### config.mk
export PLATFORM = sky130hd
export DESIGN_NAME = sdram_port_arbiter
export DESIGN_NICKNAME = d
export VERILOG_FILES = /design/src/rtl/sdram_port_arbiter.sv
export SDC_FILE = /design/constraint.sdc
export NUM_CORES = 1
export LEC_CHECK = 0
export ABC_CLOCK_PERIOD_IN_PS = 4860
export BUFFER_PORTS_ARGS = -buffer_cell sky130_fd_sc_hd__buf_4
export CAP_MARGIN = 20
export CORE_ASPECT_RATIO = 1.4
export CORE_MARGIN = 2
export CORE_UTILIZATION = 48
export CTS_BUF_LIST = sky130_fd_sc_hd__clkbuf_4
export DETAILED_ROUTE_END_ITERATION = 6
export PLACE_DENSITY = 0.95
export SYNTH_ARGS = -nofsm -noshare
export SYNTH_HDL_FRONTEND = slang
export SYNTH_SLANG_ARGS = --single-unit
### constraint.sdc
create_clock -name iCLK -period 4.86 [get_ports iCLK]
set_clock_uncertainty 0.15 [all_clocks]
set_input_delay 0.729 -clock iCLK [delete_from_list [all_inputs] [get_ports iCLK]]
set_output_delay 0.729 -clock iCLK [all_outputs]
set_load 0.05 [all_outputs]
### src/rtl/sdram_port_arbiter.sv
// rtl/sdram_port_arbiter.sv - two-master burst arbiter with read tag FIFO for SDRAM s1 port
module sdram_port_arbiter #(
  parameter int MAX_PENDING = 8,
  parameter int BURST_LEN   = 16
) (
  input  logic        iCLK,
  input  logic        iRST_N,
  input  logic        iM0_READ,
  input  logic [24:0] iM0_ADDR,
  output logic        oM0_WAITREQ,
  output logic [15:0] oM0_RDATA,
  output logic        oM0_RDVALID,
  input  logic        iM1_READ,
  input  logic        iM1_WRITE,
  input  logic [24:0] iM1_ADDR,
  input  logic [15:0] iM1_WDATA,
  output logic        oM1_WAITREQ,
  output logic [15:0] oM1_RDATA,
  output logic        oM1_RDVALID,
  output logic [24:0] oS_ADDR,
  output logic [15:0] oS_WDATA,
  output logic        oS_READ,
  output logic        oS_WRITE,
  input  logic        iS_WAITREQ,
  input  logic [15:0] iS_RDATA,
  input  logic        iS_RDVALID,
  output logic [1:0]  oGRANT,
  output logic        oERR
);
  localparam int PW = (MAX_PENDING > 1) ? $clog2(MAX_PENDING) : 1;
  localparam int CW = PW + 1;
  localparam int BW = $clog2(BURST_LEN + 1);

  typedef enum logic [1:0] {IDLE = 2'b00, G0 = 2'b01, G1 = 2'b10} state_t;

  logic          rst_meta, rst_sync;
  state_t        state;
  logic [BW-1:0] burst, burst_next;
  logic [MAX_PENDING-1:0] tag_mem;
  logic [PW-1:0] wr_ptr, rd_ptr;
  logic [CW-1:0] pending;
  logic          m0_req, m1_req, m1_rd, cmd_read, read_block;
  logic          accept, push, pop, at_limit, head_tag;
  logic          rv0, rv1, err;
  logic [15:0]   rdata;

  // Reset asserts asynchronously and releases two iCLK edges later
  always_ff @(posedge iCLK or negedge iRST_N) begin
    if (!iRST_N) begin
      rst_meta <= 1'b0;
      rst_sync <= 1'b0;
    end else begin
      rst_meta <= 1'b1;
      rst_sync <= rst_meta;
    end
  end

  assign m0_req = iM0_READ;
  assign m1_req = iM1_READ | iM1_WRITE;
  // Both strobes high from master 1 is a protocol error; the write wins
  assign m1_rd  = iM1_READ & ~iM1_WRITE;

  // A slot freed by a return this cycle is immediately usable by a new read
  assign cmd_read   = ((state == G0) & m0_req) | ((state == G1) & m1_rd);
  assign read_block = cmd_read & (pending == CW'(MAX_PENDING)) & ~iS_RDVALID;

  assign oGRANT      = state;
  assign oS_READ     = cmd_read & ~read_block;
  assign oS_WRITE    = (state == G1) & iM1_WRITE;
  assign oS_ADDR     = (state == G0) ? iM0_ADDR : (state == G1) ? iM1_ADDR : 25'd0;
  assign oS_WDATA    = (state == G1) ? iM1_WDATA : 16'd0;
  assign oM0_WAITREQ = (state == G0) ? (iS_WAITREQ | read_block) : 1'b1;
  assign oM1_WAITREQ = (state == G1) ? (iS_WAITREQ | read_block) : 1'b1;

  assign accept     = (oS_READ | oS_WRITE) & ~iS_WAITREQ;
  assign push       = accept & oS_READ;
  assign pop        = iS_RDVALID & (pending != '0);
  assign head_tag   = tag_mem[rd_ptr];
  assign burst_next = (accept && burst != BW'(BURST_LEN)) ? burst + 1'b1 : burst;
  assign at_limit   = (burst_next == BW'(BURST_LEN));

  // Grant FSM: priority to master 0 from idle, forced switch after a full burst
  always_ff @(posedge iCLK or negedge rst_sync) begin
    if (!rst_sync) begin
      state <= IDLE;
      burst <= '0;
    end else begin
      case (state)
        IDLE: begin
          burst <= '0;
          if (m0_req)      state <= G0;
          else if (m1_req) state <= G1;
        end
        G0: begin
          if (!m0_req) begin
            state <= m1_req ? G1 : IDLE;
            burst <= '0;
          end else if (at_limit && m1_req) begin
            state <= G1;
            burst <= '0;
          end else begin
            burst <= burst_next;
          end
        end
        G1: begin
          if (!m1_req) begin
            state <= m0_req ? G0 : IDLE;
            burst <= '0;
          end else if (at_limit && m0_req) begin
            state <= G0;
            burst <= '0;
          end else begin
            burst <= burst_next;
          end
        end
        default: begin
          state <= IDLE;
          burst <= '0;
        end
      endcase
    end
  end

  // Tag FIFO remembers which master issued each outstanding read
  always_ff @(posedge iCLK or negedge rst_sync) begin
    if (!rst_sync) begin
      tag_mem <= '0;
      wr_ptr  <= '0;
      rd_ptr  <= '0;
      pending <= '0;
    end else begin
      if (push) begin
        tag_mem[wr_ptr] <= (state == G1);
        wr_ptr          <= wr_ptr + 1'b1;
      end
      if (pop) rd_ptr <= rd_ptr + 1'b1;
      case ({push, pop})
        2'b10:   pending <= pending + 1'b1;
        2'b01:   pending <= pending - 1'b1;
        default: pending <= pending;
      endcase
    end
  end

  // Returned data is registered once and strobed only to the issuing master
  always_ff @(posedge iCLK or negedge rst_sync) begin
    if (!rst_sync) begin
      rv0   <= 1'b0;
      rv1   <= 1'b0;
      rdata <= '0;
      err   <= 1'b0;
    end else begin
      rv0 <= pop & ~head_tag;
      rv1 <= pop & head_tag;
      if (iS_RDVALID) rdata <= iS_RDATA;
      if (iS_RDVALID && pending == '0) err <= 1'b1;
    end
  end

  assign oM0_RDVALID = rv0;
  assign oM1_RDVALID = rv1;
  assign oM0_RDATA   = rdata;
  assign oM1_RDATA   = rdata;
  assign oERR        = err;
endmodule

==> out/qor.json <==
{
  "synth": {
    "synthArstFlopShare_pct": 100,
    "yosysWarningCount": 0,
    "synth.ff_latch_count": 46,
    "post_synth_edffs": 0,
    "synth.lib_cells_used.distinct": 46,
    "synth.avg_cell_area_um2": 10.5,
    "synthMostInstantiatedCell": "sky130_fd_sc_hd__dfrtp_1",
    "synth_top_cells_by_area": "sky130_fd_sc_hd__dfrtp_1, sky130_fd_sc_hd__mux2_2, sky130_fd_sc_hd__a22o_1",
    "synthTopCellsByCount": "sky130_fd_sc_hd__dfrtp_1, sky130_fd_sc_hd__a22o_1, sky130_fd_sc_hd__mux2_2",
    "syn_nets": 369,
    "ys.flop_type": "sky130_fd_sc_hd__dfrtp_1",
    "share_of_the_synthesized_area_in_the_top_cell_type_pct": 40.8,
    "yosys.area.top_type": "sky130_fd_sc_hd__dfrtp_1",
    "synth-seq-area-share_pct": 40.8,
    "postSynthCellCount": 268,
    "synth.cell_area_um2": 2820
  },
  "placement": {
    "io_buffers": 170,
    "dp.final_hpwl_um": 6900,
    "post-place-ws_ps": 1530,
    "placement_cell_area_um2": 4020,
    "routability_driven_placement_congestion_ratio": 0.918
  },
  "detailed_routing": {
    "drc": 0,
    "drt_wl_total_um": 8130,
    "drt-initial-drc-count": 125,
    "total_via_count_after_detailed_routing": 2614,
    "antenna_violating_nets_post_route": 0,
    "detail_route.first_pass.iterations": 4,
    "wl_per_cell_um": 16.7,
    "routed_via_density": 5.36
  },
  "clock_network": {
    "cts_setup_buffers": 0,
    "clk_buf_depth": 2,
    "postCtsResizedCells": 0,
    "clk_slew_on_worst_s_h_paths_ps": 130,
    "clock_tree_from_tritoncts": "yes",
    "cts_inserted_buffers": 5,
    "cts_hold_repair.buffers": 1,
    "tritoncts_num_sinks": 46,
    "clock_insertion_delay_worst_skew_ps": 360,
    "htree_levels": 2,
    "root_buffer": "sky130_fd_sc_hd__clkbuf_4"
  },
  "floorplan": {
    "die-width_um": 68.8,
    "die_height_um": 94.7,
    "initial_core_utilization_pct": 48.8,
    "floorplan.die_area_um2": 6520,
    "rows": 33,
    "floorplan.core_area_um2": 5780,
    "io-pin-count": 171
  },
  "critical_path": {
    "timing.critical_path.arrival_ps": 3290,
    "peak_per_stage_delay_on_the_critical_path_ps": 440,
    "critPathRequiredTime_ps": 4960,
    "reg2reg_setup_slack_ps": 1670,
    "path_cells": "inv_1 > ha_1 > buf_4 > nand3b_1 > a2bb2oi_1 > and2b_2 > inv_1 > ha_1 > ha_1 > a21o_2 > a21oi_1 > xnor2_1 > nor2_1 > xor2_1",
    "worst_path_dominant_cell_family": "adder cells",
    "end_kind": "register",
    "cp_max_fo": 30,
    "critical_path.most_common_cell": "sky130_fd_sc_hd__ha_1",
    "start_kind": "register",
    "timing.critical_path.slowest_stage_cell": "sky130_fd_sc_hd__dfrtp_1",
    "critPathKind": "register to register",
    "critical_path.n_buffers_inverters": 3
  },
  "global_routing": {
    "grt_pass1_wl_um": 11900,
    "first_global_vias": 2536,
    "groute.usage.overall_pct": 25.0,
    "antenna_found_initial": 0,
    "pin_count_of_the_biggest_net_entering_global_routing": 45,
    "globalRoute.totalOverflow": 0
  },
  "timing": {
    "unrepaired_setup_endpoints_after_global_routing": "no",
    "period_share_pct": 65.6,
    "tightestPinTransition_ps": 926,
    "final-hold-violation-count": 0,
    "finalCriticalPeriod_ps": 3190,
    "slew_viol_final": 0,
    "achievable-frequency_ghz": 0.314,
    "setup_violations": 0,
    "final.setup.tns_ps": 0,
    "slew_hr_pct": 38.3,
    "final_critical_path_setup_slack_ps": 1670
  },
  "power_and_ir_drop": {
    "max_vdd_drop_v": 0.000295,
    "leakage_uw": 0.00206,
    "p_total_uw": 2300,
    "p_per_area_nw_per_um2": 564
  },
  "cells_and_area": {
    "final_cell_area_um2": 4080,
    "area_growth_syn_to_layout_pct": 44.6,
    "layout.nets": 518,
    "post_route_cells_drive_above_1_share_pct": 51.9,
    "n_antenna_cell": 0,
    "fin_util_pct": 70.6
  },
  "min_path": {
    "timing.hold.worst.class": "register to register"
  },
  "run_status": {
    "run_status": "finished clean"
  },
  "job": {
    "max_cap_viol_count": 0
  }
}
metal layers:
metal	vias to the layer above	global-route usage (%)	routed length, um
li1	1224	-	-
met1	1226	31.4	2880
met2	155	44.5	4110
met3	9	3.22	1030
met4	0	6.05	112
met5	-	0	0
worst paths after layout:
path | endpoint | start | depth (start not counted)
max | pending[3] | oGRANT[0] | 14
min | rst_sync | rst_meta | 0
max reg2reg | pending[3] | oGRANT[0] | 14
min reg2reg | rst_sync | rst_meta | 0
max in group asynchronous | pending[2] | rst_sync | 0
min in group asynchronous | burst[0] | rst_sync | 0
through the flow:
step | hold WS (ps) | instances
finish | 222 | 488
global route | 232 | 488
CTS | 230 | 488
detailed placement | 198 | 479
global placement | 188 | 479
floorplan | 181 | 268
where the power goes:
part | internal (uW) | total [uW] | switching, uW
logic | 541 | 1550 | 1010
registers | 470 | 570 | 100
clock network | 60.2 | 178 | 118
total | 1070 | 2300 | 1230
registers in the layout, indices dropped and copies added (netlist names):
register     cells
oM0_RDATA       16
burst            5
pending          4
oERR             1
rst_meta         1
rst_sync         1
oM0_RDVALID      1
oM1_RDVALID      1
oGRANT           2
tag_mem          8
wr_ptr           3
rd_ptr           3
cell usage in the layout (no fill, tap or decap), types with 2 or more instances in the layout:
| cell type | synthesis | layout |
|---|---|---|
| sky130_fd_sc_hd__nor2b_1 | 3 | 3 |
| sky130_fd_sc_hd__nor3_1 | 2 | 2 |
| sky130_fd_sc_hd__mux2i_1 | 2 | 2 |
| sky130_fd_sc_hd__xor2_1 | 6 | 6 |
| sky130_fd_sc_hd__xnor2_1 | 7 | 7 |
| sky130_fd_sc_hd__a22o_1 | 25 | 25 |
| sky130_fd_sc_hd__nor3b_1 | 2 | 2 |
| sky130_fd_sc_hd__o22ai_1 | 2 | 2 |
| sky130_fd_sc_hd__o31a_2 | 2 | 2 |
| sky130_fd_sc_hd__nor4_1 | 2 | 2 |
| sky130_fd_sc_hd__clkbuf_4 | 0 | 6 |
| sky130_fd_sc_hd__ha_1 | 11 | 11 |
| sky130_fd_sc_hd__o21ai_0 | 7 | 7 |
| sky130_fd_sc_hd__mux2_2 | 24 | 24 |
| sky130_fd_sc_hd__dfrtp_1 | 46 | 45 |
| sky130_fd_sc_hd__nand3b_1 | 3 | 3 |
| sky130_fd_sc_hd__nand2_1 | 15 | 15 |
| sky130_fd_sc_hd__and2_1 | 18 | 18 |
| sky130_fd_sc_hd__a21oi_1 | 2 | 2 |
| sky130_fd_sc_hd__nand3_1 | 6 | 6 |
| sky130_fd_sc_hd__nor2_1 | 16 | 16 |
| sky130_fd_sc_hd__buf_4 | 19 | 173 |
| sky130_fd_sc_hd__or2b_1 | 2 | 2 |
| sky130_fd_sc_hd__nand4_1 | 3 | 3 |
| sky130_fd_sc_hd__inv_1 | 10 | 10 |
| sky130_fd_sc_hd__mux4_2 | 2 | 2 |
layout make-up:
cell class / count / area, um2
clock buffer: 6 / 45.0
clock inverter: 2 / 8.76
fill: 460 / 1700
inverter: 10 / 37.5
multi-input combinational: 180 / 1440
sequential: 46 / 1150
tap: 70 / 87.6
timing repair buffer: 174 / 1310
kinds of logic after synthesis:
family                   count (synthesis)  share of synthesized area [%]
XOR/XNOR                                13                           4.04
AO/OA/AOI/OAI                           48                           14.4
AND/OR/NAND/NOR                         78                           15.0
adder cells (fa/ha/maj)                 12                           5.59
flip-flops                              46                           40.8
multiplexers                            28                           11.9
buffers and inverters                   42                           8.20
other                                    1                          0.133
Note: power is estimated with default switching activity, not from simulation.
